===== src/rtl/reflet_pwm_pkg.sv =====
// Shared definitions for the reflet PWM blocks: default word size, ramp FSM
// state encoding and the all-ones constant used for saturating arithmetic.
package reflet_pwm_pkg;

  localparam int WORD_SIZE_DEFAULT  = 8;
  localparam int RATE_WIDTH_DEFAULT = 8;

  localparam logic [WORD_SIZE_DEFAULT-1:0] ALL_ONES = '1;

  typedef enum logic {
    IDLE = 1'b0,
    RAMP = 1'b1
  } ramp_state_e;

endpackage


===== src/rtl/reflet_pwm_period_counter.sv =====
// Free-running period counter 0..max, flagging the last cycle of each period.
// Shares reset with reflet_pwm_pwm so both counters stay phase-aligned.
module reflet_pwm_period_counter #(
  parameter int WORD_SIZE = 8
) (
  input  logic                 clk,
  input  logic                 reset,
  input  logic [WORD_SIZE-1:0] max_i,
  output logic                 period_end_o
);

  logic [WORD_SIZE-1:0] cnt_q, cnt_d;

  // max only changes on a period_end edge, when cnt restarts at 0 anyway.
  assign period_end_o = (cnt_q == max_i);

  always_comb begin
    cnt_d = period_end_o ? '0 : cnt_q + 1'b1;
  end

  always_ff @(posedge clk or posedge reset) begin
    if (reset) begin
      cnt_q <= '0;
    end else begin
      cnt_q <= cnt_d;
    end
  end

endmodule


===== src/rtl/reflet_pwm_ramp.sv =====
// Drives duty_cycle/max of reflet_pwm_pwm, stepping duty toward a commanded
// target and updating both only at period boundaries.
module reflet_pwm_ramp
  import reflet_pwm_pkg::*;
#(
  parameter int WORD_SIZE  = reflet_pwm_pkg::WORD_SIZE_DEFAULT,
  parameter int RATE_WIDTH = reflet_pwm_pkg::RATE_WIDTH_DEFAULT
) (
  input  logic                  clk,
  input  logic                  reset,
  input  logic                  cmd_valid,
  output logic                  cmd_ready,
  input  logic [WORD_SIZE-1:0]  cmd_target,
  input  logic [WORD_SIZE-1:0]  cmd_max,
  input  logic [RATE_WIDTH-1:0] cmd_rate,
  output logic [WORD_SIZE-1:0]  duty_cycle,
  output logic [WORD_SIZE-1:0]  max,
  output logic                  period_end,
  output logic                  busy,
  output logic                  done
);

  localparam logic [WORD_SIZE-1:0] MaxWord = '1;

  ramp_state_e           state_q, state_d;
  logic [WORD_SIZE-1:0]  duty_q, duty_d;
  logic [WORD_SIZE-1:0]  max_q, max_d;
  logic [WORD_SIZE-1:0]  max_pend_q, max_pend_d;
  logic [WORD_SIZE-1:0]  tgt_q, tgt_d;
  logic [RATE_WIDTH-1:0] rate_q, rate_d;
  logic [RATE_WIDTH-1:0] rate_cnt_q, rate_cnt_d;
  logic                  done_q, done_d;
  logic [WORD_SIZE-1:0]  max_plus;
  logic [WORD_SIZE-1:0]  tgt_clamped;

  reflet_pwm_period_counter #(
    .WORD_SIZE(WORD_SIZE)
  ) u_period_counter (
    .clk          (clk),
    .reset        (reset),
    .max_i        (max_q),
    .period_end_o (period_end)
  );

  // duty = max+1 is always-on downstream, so that is the highest useful target.
  assign max_plus    = (cmd_max == MaxWord) ? MaxWord : cmd_max + 1'b1;
  assign tgt_clamped = (cmd_target > max_plus) ? max_plus : cmd_target;

  always_comb begin
    state_d    = state_q;
    duty_d     = duty_q;
    max_d      = max_q;
    max_pend_d = max_pend_q;
    tgt_d      = tgt_q;
    rate_d     = rate_q;
    rate_cnt_d = rate_cnt_q;
    done_d     = 1'b0;
    unique case (state_q)
      IDLE: begin
        if (cmd_valid) begin
          tgt_d      = tgt_clamped;
          max_pend_d = cmd_max;
          rate_d     = cmd_rate;
          rate_cnt_d = '0;
          state_d    = RAMP;
        end
      end
      RAMP: begin
        if (period_end) begin
          max_d = max_pend_q;
          if (duty_q == tgt_q) begin
            state_d = IDLE;
            done_d  = 1'b1;
          end else if (rate_cnt_q == rate_q) begin
            duty_d     = (duty_q < tgt_q) ? duty_q + 1'b1 : duty_q - 1'b1;
            rate_cnt_d = '0;
          end else begin
            rate_cnt_d = rate_cnt_q + 1'b1;
          end
        end
      end
      default: state_d = IDLE;
    endcase
  end

  always_ff @(posedge clk or posedge reset) begin
    if (reset) begin
      state_q    <= IDLE;
      duty_q     <= '0;
      max_q      <= MaxWord;
      max_pend_q <= MaxWord;
      tgt_q      <= '0;
      rate_q     <= '0;
      rate_cnt_q <= '0;
      done_q     <= 1'b0;
    end else begin
      state_q    <= state_d;
      duty_q     <= duty_d;
      max_q      <= max_d;
      max_pend_q <= max_pend_d;
      tgt_q      <= tgt_d;
      rate_q     <= rate_d;
      rate_cnt_q <= rate_cnt_d;
      done_q     <= done_d;
    end
  end

  assign cmd_ready  = (state_q == IDLE);
  assign busy       = (state_q == RAMP);
  assign done       = done_q;
  assign duty_cycle = duty_q;
  assign max        = max_q;

endmodule


===== config.mk =====
export PLATFORM = sky130hd
export DESIGN_NAME = reflet_pwm_ramp
export DESIGN_NICKNAME = d
export VERILOG_FILES = /design/src/rtl/reflet_pwm_pkg.sv /design/src/rtl/reflet_pwm_period_counter.sv /design/src/rtl/reflet_pwm_ramp.sv
export SDC_FILE = /design/constraint.sdc
export NUM_CORES = 1
export LEC_CHECK = 0
export CAP_MARGIN = 20
export CORE_ASPECT_RATIO = 1.1
export CORE_MARGIN = 2
export CORE_UTILIZATION = 35
export CTS_BUF_LIST = sky130_fd_sc_hd__clkbuf_4
export CTS_CLUSTER_DIAMETER = 200
export DETAILED_ROUTE_END_ITERATION = 8
export GPL_ROUTABILITY_DRIVEN = 0
export GPL_TIMING_DRIVEN = 0
export PLACE_DENSITY_LB_ADDON = 0.05
export RECOVER_POWER = 50
export SETUP_SLACK_MARGIN = 0.1
export SLEW_MARGIN = 15
export SYNTH_ARGS = -nofsm -noshare
export SYNTH_HDL_FRONTEND = slang
export SYNTH_SLANG_ARGS = --single-unit

===== constraint.sdc =====
create_clock -name clk -period 3.3 [get_ports clk]
set_clock_uncertainty 0.15 [all_clocks]
set_input_delay 0.495 -clock clk [delete_from_list [all_inputs] [get_ports clk]]
set_output_delay 0.495 -clock clk [all_outputs]
set_load 0.05 [all_outputs]

Word level (Yosys, flattened, before mapping)
Cells that the tools add are included.

operators by class
  reduce and logical (&&, ||, !) cells = 4
  muxes and demuxes = 16
  order comparisons = 2
  bitwise gates (word level) = 2
  add/sub/neg operators = 5
  eq/ne operators = 7

operators with widths
  kind                 number
  $mux 8               8
  $add 8x1->8 const B  4
  $eq 8x8->1           3
  $pmux 8 s2           1
  $eq 8x8->1 const B   1
  $gt 8x8->1           1
  $lt 8x8->1           1
  $sub 8x1->8 const B  1
  $mux 1               6
  $ne 2x2->1 const B   2
  $reduce_and 2->1     2
  $reduce_and 4->1     1
  $reduce_and 3->1     1
  $ne 2x1->1 const B   1
  $not 1->1            2
  $pmux 1 s2           1

storage, ports and cells
  bits in registers = 58
  input bits = 27
  word-level logic and storage cells = 45
  output and inout bits = 20

Logic depth before layout (Yosys ltp)
  word-level depth = 5
  gate-level depth with buffers = 14
  depth with buffers taken out = 13

Cells and area by module
A second synthesis with hierarchy kept.

second synthesis, totals
  cell total of the unflattened synthesis = 359
  area, all modules = 3432.0 µm²

modules (own cells, without submodules)
  module                     cells each  instances  sequential area each (µm²)  area an instance (µm²)
  reflet_pwm_ramp            314         1          1271.2                      2939.1
  reflet_pwm_period_counter  45          1          200.2                       493.0

Least setup slack after synthesis
OpenSTA, ideal clock, no wires.

  path type = flip-flop to flip-flop
  start point = reg duty_q[1] (netlist: duty_cycle[1])
  end point = reg duty_q[6] (netlist: duty_cycle[6])
  clock period less this slack = 3.453 ns
  path slack = -0.153 ns
  cell stages (with the launch flop) = 13
  arrival time = 3.179 ns
  setup time = 0.125 ns
  cells stage by stage = dfrtp_1 ha_1 nor2b_1 o211ai_1 a21oi_1 or3_1 fa_1 a21o_1 a21oi_1 o21bai_1 a21oi_1 xnor2_1 mux2_2

between the ends
  longest elaborated chain between the ends = 3
  elaborated cells on any way between the ends = 7
  those cells by class = add/sub (2); order compare (1); eq/ne (1); mux (1); bitwise (1); reduce/logical (1)

ends and longest elaborated chain
  what                                                                 line                   source
  from (decl)                                                          reflet_pwm_ramp.sv:26  logic [WORD_SIZE-1:0] duty_q, duty_d;
  from (signal assigned)                                               reflet_pwm_ramp.sv:98  duty_q <= duty_d;
  parallel branches: the longest is 3 deep, another holds $sub 8x1->8  -

Several ways; the timed one is not identified.
A chain may end at the register's enable or synchronous reset.

Worst setup path after layout
  start point = reg tgt_q[1]
  end point = reg duty_q[6] (netlist: duty_cycle[6])

between the ends
  longest elaborated chain between the ends = 3
  elaborated cells on any way between the ends = 5
  those cells by class = order compare (1); eq/ne (1); mux (1); bitwise (1); reduce/logical (1)

ends and longest elaborated chain
  what                                                                line                    source
  from (decl)                                                         reflet_pwm_ramp.sv:29   logic [WORD_SIZE-1:0] tgt_q, tgt_d;
  from (signal assigned)                                              reflet_pwm_ramp.sv:101  tgt_q <= tgt_d;
  parallel branches: the longest is 3 deep, another holds $lt 8x8->1  -

Several ways; the timed one is not identified.

==> results.md <==
- Status: completed
- Count leader, synth: nand2_1
- Antenna viol nets, final: 0
- Worst slew margin: 0.1538
- CP most frequent cell: a21oi_2
- Syn_nets: roughly 400
- Worst hold path cell count: 3
- Leak: 1.860 nW
- Post-synthesis mux area share: 0.04638
- Final period utilization: 0.9890
- Post-route cell area: about 4300 sq um
- Synthesized area: 3372 sq um
- Xor and xnor area share after synthesis: 0.08052
- Crit start category: flip-flop
- Synth warn: 0
- Htree depth: 3
- Total length of routed wires: 8319 microns
- Worst setup margin: 0.03639 ns
- DR pass1 iterations: 4
- Vias in the first global route: 2715
- R2r endpoint: duty_cycle[6]
- # setup viols final: 0
- Worst path cell trace: inv_2, ha_4, nor2b_4, o211ai_1, a21oi_2, or3_4, buf_6, fa_2, a21o_1, a21oi_2, o21bai_1, a21oi_1, xnor2_1, mux2_2
- Fmax: 0.3064 GHz
- Clock root cell: clkbuf_4
- Starting density of the core: 0.3606
- Post-Synth Adder-Cell Area: 0.09870
- Clk sink count: 58
- WP data arrival: 3.41 ns
- First-pass GRT wire length: around 14000 microns
- Hpwl dp: 5992 microns
- Max cap viols: 0
- FFs w/ async S/R, synth: 1.000
- Core area: 9351 sq um
- Commonest cells in the netlist: 64 x nand2_1, 42 x dfrtp_1, 25 x ha_1, 25 x xnor2_1, 24 x nor2_1
- Clock-pin transition on the worst setup and hold timing paths: 0.11 ns
- Die area: 10440 sq um
- Total congestion overflow: 0
- Maximum vdd drop: between 0.3 and 0.4 mV
- Post-route DRC: 0
- Max Buffers Root-to-Sink: 2
- Top cell type's share of synthesized area: 0.3117
- Initial antenna violation count: 0
- Syn_area_per_cell: between 9 and 10 sq um
- Share of cells above drive strength 1: 0.1781
- Reg2reg start: tgt_q[1]
- Syn Inst Count: 351
- Area leader, netlist: dfrtp_1
- Final instance count without filler cells: 538
- Wire per inst: about 15 microns
- Worst slew pin tran: between 1 and 1.5 ns
- Seq/Total Area, Yosys: 0.4364
- Final Hold Viols: 0
- Post-DP Area: approximately 4000 sq um
- Ant diodes: 0
- #FFs+latches synth: between 50 and 60
- Largest net degree at the start of global routing: 32
- Overall Power: 2.618 mW
- Worst path slowest cell: or3_4
- GR Util All Layers: 0.1655
- Die width: 97.59 microns
- Fin nets: 469
- Complex-gate fraction of the synthesized area: 0.1024
- Pwr dens: just over 600 nW/um^2
- Via count: 2725
- Clk_lat worst skew: 0.41 ns
- Hold Buf Count CTS: 0
- Iter 0 DRT Violations: 130
- Setup TNS: 0 ns
- Chip Height: 106.9 microns
- EDFF count, synth: 0
- Simple-Gate Fraction of Synth Area: 0.2067
- WS Path Type: reg2reg
- R2R depth: 14
- Placed Cells: 515
- Pre-CTS WS: -0.6775 ns
- CTS tree: built
- Tmin final: approximately 3.3 ns
- Worst Hold Launch: cmd_max[1]
- Largest family of logic cells by synthesized area: simple AND/OR/NAND/NOR gates
- R2R Setup Slk: 0.04 ns
- Synth area leaders: dfrtp_1 31%, dfstp_2 12%, ha_1 9.3%
- Critical Path RT: 3.45 ns
- Top_reg_cell synth: dfrtp_1
- Num ports: between 40 and 50
- Hold path endpoint: max_pend_q[1]
- Rows: 37
- CP endpoint kind: flip-flop
- Synthesis-to-layout area growth: 27.61%
- CP Max Fanout: 7
- Worst hold path type: in2reg
- Yosys cell types: between 40 and 50
- Vias per std cell: 5.065
- Max Transition Viols Final: 0
- Cts bufs inserted: 9
- IO buf count: 46
- RSZ-0062 raised after global routing: yes
- Slowest cell delay on critical path: roughly 0.47 ns
-- worst max-delay path by stage --
stage	start	cells after the start	endpoint	slack [ns]
after detailed placement	cmd_max[0]	14	tgt_q[6]	-0.68
after global routing	duty_cycle[0]	13	duty_cycle[7]	-0.11
after CTS	duty_cycle[1]	12	duty_cycle[7]	0.09
after global placement	cmd_max[0]	14	tgt_q[1]	-0.62
final	tgt_q[1]	14	duty_cycle[6]	0.04
after floorplan	duty_cycle[1]	12	duty_cycle[6]	0.1
-- cell families (layout without fill, tap and decap cells) --
family          Yosys count  count (layout)
buf+inv                  24              94
simple gates            146             146
xor+xnor                 31              31
fa+ha+maj                26              26
flops                    58              58
mux                      14              14
compound gates           52              52
-- area by class of cell --
cell class                 instances  area [sq um]
buffer                             9         48.80
clock buffer                      11         82.58
clock inverter                     5         46.29
fill                             915          5049
inverter                          15         57.56
multi-input combinational        269          1922
sequential                        58          1474
tap                              117         146.4
timing repair buffer              54         525.5
-- report_power, final --
group,internal (mW),switching (mW),leakage (nW)
combinational,0.438,0.496,1.10
sequential,0.967,0.206,0.689
clock,0.240,0.271,0.0734
total,1.64,0.973,1.86
-- through the flow --
| stage | hold WS (ns) | utilization |
|---|---|---|
| floorplan | 0.2875 | - |
| finish | 0.2521 | 0.4601 |
| global placement | 0.3006 | 0.4273 |
| CTS | 0.2521 | 0.4451 |
| global route | 0.2658 | 0.4601 |
| detailed placement | 0.2990 | 0.4298 |
-- cell usage in the layout (no fill, tap or decap), types with 5 or more instances in the layout --
cell type and instances:
dfstp_2 15, ha_1 20, clkdlybuf4s50_1 42, nand3_1 17
mux2_2 13, nand4_1 13, o21ai_0 9, a21oi_1 5
buf_4 7, a21o_1 5, xor2_1 6, nand2_1 64
nor2_1 23, dfrtp_1 40, nor2b_1 8, clkbuf_1 6
inv_1 13, xnor2_1 25, ha_4 5, clkbuf_4 11
-- critical path: cells and delay by family, from the launching register on --
family / cells / cell delay [ns]
and+or+nand+nor: 2 / 0.59
xor gates and xnor gates: 1 / 0.08
adders and majority gates: 2 / 0.53
buffers and inverters: 2 / 0.23
AOI/OAI and AO/OA: 6 / 0.89
muxes: 1 / 0.26
DFF: 1 / 0.42
-- flip-flops by register name (all words and copies together) (netlist names) --
signal / count
busy: 1
done: 1
tgt_q: 8
rate_cnt_q: 8
u_period_counter.cnt_q: 8
rate_q: 8
duty_cycle: 8
max: 8
max_pend_q: 8
-- routing by layer --
layer	part of all wire	GRT usage	wire length, microns	up-vias
met5	0	0	0	-
li1	-	-	-	1365
met1	0.47	0.2227	3921	1301
met3	0.040	0.03781	332	11
met2	0.47	0.2626	3937	48
met4	0.015	0.05952	128	0
-- repair_timing --
item,4_1_cts,5_1_grt
setup endpoints to repair,11,11
gates cloned,0,1
pin swaps,1,11
buffers inserted,1,5
gates resized for setup,8,22
Note: power is estimated with default switching activity, not from simulation.
